File: config.mk
export PLATFORM = sky130hd
export DESIGN_NAME = alu_arbiter
export DESIGN_NICKNAME = d
export VERILOG_FILES = /design/src/rtl/alu_arbiter_pkg.sv /design/src/rtl/alu_arbiter_alu.sv /design/src/rtl/alu_arbiter.sv
export SDC_FILE = /design/constraint.sdc
export NUM_CORES = 1
export LEC_CHECK = 0
export ABC_CLOCK_PERIOD_IN_PS = 5900
export CAP_MARGIN = 40
export CORE_MARGIN = 2
export CORE_UTILIZATION = 52
export CTS_BUF_LIST = sky130_fd_sc_hd__clkbuf_16
export DETAILED_ROUTE_END_ITERATION = 10
export PLACE_DENSITY_LB_ADDON = 0.2
export SLEW_MARGIN = 40
export SYNTH_ARGS = -nofsm -noshare
export SYNTH_HDL_FRONTEND = slang
export SYNTH_HIERARCHICAL = 1
export SYNTH_SLANG_ARGS = --single-unit
File: constraint.sdc
create_clock -name clk -period 5.9 [get_ports clk]
set_input_delay 1.18 -clock clk [delete_from_list [all_inputs] [get_ports clk]]
set_output_delay 1.18 -clock clk [all_outputs]
set_load 0.02 [all_outputs]
File: src/rtl/alu_arbiter_pkg.sv
// Shared CPU definitions: ALU op codes, flag bit positions, and the
// request record the arbiter muxes onto the single ALU.
package alu_arbiter_pkg;

  localparam int DATA_W = 32;
  localparam int OP_W   = 4;

  localparam logic [OP_W-1:0] ALU_ADD  = 4'd0;
  localparam logic [OP_W-1:0] ALU_SUB  = 4'd1;
  localparam logic [OP_W-1:0] ALU_AND  = 4'd2;
  localparam logic [OP_W-1:0] ALU_OR   = 4'd3;
  localparam logic [OP_W-1:0] ALU_XOR  = 4'd4;
  localparam logic [OP_W-1:0] ALU_SLL  = 4'd5;
  localparam logic [OP_W-1:0] ALU_SRL  = 4'd6;
  localparam logic [OP_W-1:0] ALU_SRA  = 4'd7;
  localparam logic [OP_W-1:0] ALU_SLT  = 4'd8;
  localparam logic [OP_W-1:0] ALU_SLTU = 4'd9;
  localparam logic [OP_W-1:0] ALU_PASSB = 4'd10;

  localparam int FLAG_Z = 3;
  localparam int FLAG_N = 2;
  localparam int FLAG_C = 1;
  localparam int FLAG_V = 0;

  typedef struct packed {
    logic [OP_W-1:0]   op;
    logic [DATA_W-1:0] a;
    logic [DATA_W-1:0] b;
    logic              setf;
  } alu_req_t;

endpackage

File: src/rtl/alu_arbiter_alu.sv
// Shared 32-bit combinational ALU. C on SUB is "no borrow" (A >= B unsigned);
// logic, shift and compare ops report C=0, V=0.
module alu_arbiter_alu
  import alu_arbiter_pkg::*;
(
  input  logic [DATA_W-1:0] A,
  input  logic [DATA_W-1:0] B,
  input  logic [OP_W-1:0]   Op,
  output logic [DATA_W-1:0] Out,
  output logic              Z,
  output logic              N,
  output logic              C,
  output logic              V
);

  logic [DATA_W:0] sum;

  always_comb begin
    sum = '0;
    Out = '0;
    C   = 1'b0;
    V   = 1'b0;
    case (Op)
      ALU_ADD: begin
        sum = {1'b0, A} + {1'b0, B};
        Out = sum[DATA_W-1:0];
        C   = sum[DATA_W];
        V   = (A[DATA_W-1] == B[DATA_W-1]) && (Out[DATA_W-1] != A[DATA_W-1]);
      end
      ALU_SUB: begin
        sum = {1'b0, A} + {1'b0, ~B} + {{DATA_W{1'b0}}, 1'b1};
        Out = sum[DATA_W-1:0];
        C   = sum[DATA_W];
        V   = (A[DATA_W-1] != B[DATA_W-1]) && (Out[DATA_W-1] != A[DATA_W-1]);
      end
      ALU_AND:   Out = A & B;
      ALU_OR:    Out = A | B;
      ALU_XOR:   Out = A ^ B;
      ALU_SLL:   Out = A << B[4:0];
      ALU_SRL:   Out = A >> B[4:0];
      ALU_SRA:   Out = $unsigned($signed(A) >>> B[4:0]);
      ALU_SLT:   Out = {{(DATA_W-1){1'b0}}, $signed(A) < $signed(B)};
      ALU_SLTU:  Out = {{(DATA_W-1){1'b0}}, A < B};
      ALU_PASSB: Out = B;
      default:   Out = '0;
    endcase
  end

  assign Z = (Out == '0);
  assign N = Out[DATA_W-1];

endmodule

File: src/rtl/alu_arbiter.sv
// Round-robin share of one ALU between execute (req0) and the address/branch
// unit (req1), with a single registered result slot and the ZNCV flag register.
module alu_arbiter
  import alu_arbiter_pkg::*;
(
  input  logic              clk,
  input  logic              rst_n,
  input  logic              req0_valid,
  output logic              req0_ready,
  input  logic [OP_W-1:0]   req0_op,
  input  logic [DATA_W-1:0] req0_a,
  input  logic [DATA_W-1:0] req0_b,
  input  logic              req0_setf,
  input  logic              req1_valid,
  output logic              req1_ready,
  input  logic [OP_W-1:0]   req1_op,
  input  logic [DATA_W-1:0] req1_a,
  input  logic [DATA_W-1:0] req1_b,
  input  logic              req1_setf,
  output logic              resp_valid,
  input  logic              resp_ready,
  output logic              resp_tag,
  output logic [DATA_W-1:0] resp_out,
  output logic [3:0]        resp_zncv,
  output logic [3:0]        flags
);

  alu_req_t req0, req1, win;
  logic slot_free, gnt0, gnt1, gnt;

  logic              resp_valid_q, resp_valid_d;
  logic              resp_tag_q, resp_tag_d;
  logic [DATA_W-1:0] resp_out_q, resp_out_d;
  logic [3:0]        resp_zncv_q, resp_zncv_d;
  logic [3:0]        flags_q, flags_d;
  logic              prio_q, prio_d;

  logic [DATA_W-1:0] alu_out;
  logic              alu_z, alu_n, alu_c, alu_v;
  logic [3:0]        alu_zncv;

  assign req0 = '{op: req0_op, a: req0_a, b: req0_b, setf: req0_setf};
  assign req1 = '{op: req1_op, a: req1_a, b: req1_b, setf: req1_setf};

  // Grant depends only on valids, slot state and prio, never on operands.
  always_comb begin
    slot_free = !resp_valid_q || resp_ready;
    gnt0      = slot_free && req0_valid && (!req1_valid || !prio_q);
    gnt1      = slot_free && req1_valid && (!req0_valid ||  prio_q);
    gnt       = gnt0 || gnt1;
    win       = gnt1 ? req1 : req0;
  end

  assign req0_ready = gnt0;
  assign req1_ready = gnt1;

  alu_arbiter_alu u_alu (
    .A   (win.a),
    .B   (win.b),
    .Op  (win.op),
    .Out (alu_out),
    .Z   (alu_z),
    .N   (alu_n),
    .C   (alu_c),
    .V   (alu_v)
  );

  always_comb begin
    alu_zncv         = '0;
    alu_zncv[FLAG_Z] = alu_z;
    alu_zncv[FLAG_N] = alu_n;
    alu_zncv[FLAG_C] = alu_c;
    alu_zncv[FLAG_V] = alu_v;
  end

  always_comb begin
    resp_valid_d = resp_valid_q;
    resp_tag_d   = resp_tag_q;
    resp_out_d   = resp_out_q;
    resp_zncv_d  = resp_zncv_q;
    flags_d      = flags_q;
    prio_d       = prio_q;
    if (gnt) begin
      resp_valid_d = 1'b1;
      resp_tag_d   = gnt1;
      resp_out_d   = alu_out;
      resp_zncv_d  = alu_zncv;
      prio_d       = gnt0;
      if (win.setf) flags_d = alu_zncv;
    end else if (resp_ready) begin
      // Consumed with nothing new: data fields keep their stale values.
      resp_valid_d = 1'b0;
    end
  end

  always_ff @(posedge clk or negedge rst_n) begin
    if (!rst_n) begin
      resp_valid_q <= 1'b0;
      resp_tag_q   <= 1'b0;
      resp_out_q   <= '0;
      resp_zncv_q  <= '0;
      flags_q      <= '0;
      prio_q       <= 1'b0;
    end else begin
      resp_valid_q <= resp_valid_d;
      resp_tag_q   <= resp_tag_d;
      resp_out_q   <= resp_out_d;
      resp_zncv_q  <= resp_zncv_d;
      flags_q      <= flags_d;
      prio_q       <= prio_d;
    end
  end

  assign resp_valid = resp_valid_q;
  assign resp_tag   = resp_tag_q;
  assign resp_out   = resp_out_q;
  assign resp_zncv  = resp_zncv_q;
  assign flags      = flags_q;

endmodule
==> summary.txt <==
status: finished, final reports clean
Setup crit end kind: flip-flop
internal power: 2280 uW
CTS Buf Count: 5
slowest CP cell: or4_1
DRC viols: 0
post-synthesis net count: 1,952
pwr/cell area: 219 mW/mm^2
CTS tree: done
Initial Utilization: 0.527
min cycle time layout: 5.85 ns
hold depth: 1
Initial DRT Pass Iterations: 6
Vias/cell: 6.94
Main synth FF type: dfrtp_1
Hold Crit Class: flip-flop to flip-flop
NetSw: 2060 uW
layout cell share with drive strength beyond 1: 0.364
switch share: 0.476
Mapped Area: 0.0132 sq mm
Min Hold Slack: 0.518 ns
top-area cell type share of the netlist area: 0.0955
die width: 163 um
H-tree levels: 2
Final Cycle Share: 0.991
Post-Syn Instances: 1,706
routability-driven placement congestion ratio: 1.14
Worst-Margin Slew: 0.779 ns
die height: 163 um
Hold EP: resp_out[16]
CP Data Required Time: 6.14 ns
most frequent cells after synthesis: nand2_1, nor2_1, a21oi_1, ha_1, inv_1
ANT nets after route: 0
Crit Reg-Reg Startpoint: prio_q
DR iter-0 viols: 3,039
final WL: 73,000 um
area grow syn2layout: 50.1%
CP delay by family, top: simple AND/OR/NAND/NOR gates
I/O pin count: 187
Clk pwr share: 0.076
post-synth top area cell: ha_1
Peak Freq: 171 MHz
max_cap viols: 0
global-route wire length before repair: 107,000 um
DR WL/cell: 27.5 um
Gate power share: 0.820
Slew Viols, Final: 0
CP max FO: 7
hold_sp: resp_out[16]
Synth Register Bits: 43
total die area: 0.0267 sq mm
slew margin rel.: 0.477
Data arrival, critical path: 6.08 ns
initial antenna violation count: 3
via count: 18.5k
Seq/Total Area, Yosys: 0.0814
CTS Buffer Depth: 2
Sequential Power Share: 0.104
final setup fails: 0
clock slew seen by the registers of the worst setup and hold paths: 0.06 ns
Final Non-Filler Cells: 2,657
RR Endpoint: resp_zncv[3]
vias in the first global route: 17.8k
final hold vios: 0
CTS Hold Bufs: 0
Distinct cells, synth: 94
gr ovfl total: 0
post-synthesis async set-or-reset flop share: 1.00
crit-path max cell delay: 0.56 ns
maximum vdd drop: 332 uV
kind of critical path: input pin to flip-flop
Sink Count: 43
R2R Setup Slk: 0.54 ns
root buffer cell: clkbuf_16
Yosys Warn Count: 6
Syn Area/Cell: 7.75 sq um
synth top area cells: ha_1, mux4_2, dfrtp_1
DP HPWL: 57,100 um
clk_lat worst skew: 0.29 ns
largest net degree at the start of global routing: 62
Worst path depth: 20
Worst Path Buf+Inv: 4
DP Cell Count: 2,618
Post-synth EDFFs: 0
post-route clock skew: 0.00349 ns
CP cell instances: dlymetal6s2s_1 > nand2b_4 > nand3_4 > buf_12 > mux2_2 > inv_2 > ha_2 > o21ba_2 > or4_1 > nand2_2 > xnor2_1 > o221ai_1 > or3_1 > or4_1 > nor4_2 > buf_4 > nand4b_1 > and4bb_1 > nor4b_4 > mux2_2
All-Layer GR Usage: 0.531
Nets: 2,570
Reg2Reg Depth: 19
IO Port Bufs: 186
Core Region: 0.0251 sq mm
CP Launch Type: input pin
row cnt: 58
Pleak: 0.00905 uW
-- power groups by stage --
stage | combinational, uW | sequential [uW] | clock [uW]
after floorplan | 1520 | 544 | 0
after global placement | 3160 | 438 | 0
after detailed placement | 3230 | 446 | 0
after CTS | 3370 | 445 | 326
after global routing | 3670 | 456 | 342
final | 3560 | 449 | 332
-- cells by family (layout without fill, tap and decap cells) --
family / count (synthesis) / in the layout / synth area share
compound gates: 519 / 519 / 0.270
xor+xnor: 16 / 16 / 0.0106
fa+ha+maj: 103 / 103 / 0.0986
buf+inv: 256 / 875 / 0.0858
flops: 43 / 43 / 0.0814
mux: 241 / 241 / 0.256
other cells: 0 / 2 / 0
simple gates: 528 / 528 / 0.197
-- per-stage QoR --
| stage | setup WS, ns | util | total power, uW | area (sq um) | setup TNS (ns) |
|---|---|---|---|---|---|
| 4_1_cts | 0.0000826 | 0.788 | 4150 | 19800 | 0 |
| 2_1_floorplan | 0.0126 | - | 2070 | 13300 | 0 |
| 5_1_grt | -0.0206 | 0.791 | 4470 | 19900 | -0.0509 |
| 6_report | 0.0539 | 0.791 | 4340 | 19900 | 0 |
| 3_3_place_gp | -0.346 | 0.762 | 3600 | 19100 | -1.18 |
| 3_5_place_dp | -0.529 | 0.762 | 3670 | 19100 | -2.33 |
-- area by class of cell --
| cell class | instances | area (sq um) |
|---|---|---|
| Fill cell | 1749 | 5250 |
| Inverter | 102 | 387 |
| Clock buffer | 5 | 125 |
| Antenna cell | 2 | 5.00 |
| Sequential cell | 43 | 1080 |
| Tap cell | 330 | 413 |
| Timing Repair Buffer | 765 | 6470 |
| Clock inverter | 3 | 43.8 |
| Multi-Input combinational cell | 1407 | 11300 |
-- state kept, by name, indices dropped and copies added, names as in the netlist --
register,cells
flags,4
prio_q,1
resp_out,32
resp_tag,1
resp_valid,1
resp_zncv,4
-- metal layers --
metal / routed length, um / share of wire / GRT usage / up-vias
li1: - / - / - / 7709
met1: 24700 / 0.34 / 0.614 / 8474
met2: 30300 / 0.41 / 0.815 / 1751
met3: 10500 / 0.14 / 0.169 / 518
met4: 7550 / 0.10 / 0.409 / 0
met5: 0 / 0 / 0 / -
-- layout by cell type (no fill, tap or decap), types with 56 or more instances in the layout --
cell,instances
inv_1,94
nand2_1,143
mux2_2,81
mux2i_1,56
ha_1,96
o21ai_0,75
a21oi_1,99
clkdlybuf4s50_1,182
nor2_1,144
buf_4,558
-- timing repair --
| action | 4_1_cts | 5_1_grt |
|---|---|---|
| pin swaps | 11 | 7 |
| buffers inserted | 24 | 3 |
| endpoints found under the setup margin | 5 | 7 |
| gates cloned | 2 | 0 |
| resized for setup | 64 | 13 |
-- worst max-delay path by stage --
| stage | from | endpoint | slack [ns] |
|---|---|---|---|
| after CTS | resp_ready | resp_zncv[3] | 0.00008 |
| after detailed placement | req0_valid | resp_zncv[3] | -0.53 |
| after global routing | resp_ready | flags[3] | -0.02 |
| final | resp_ready | resp_zncv[3] | 0.05 |
| after global placement | req0_valid | resp_zncv[3] | -0.35 |
| after floorplan | resp_ready | resp_zncv[3] | 0.01 |
Power figures use the tool's default switching activity.
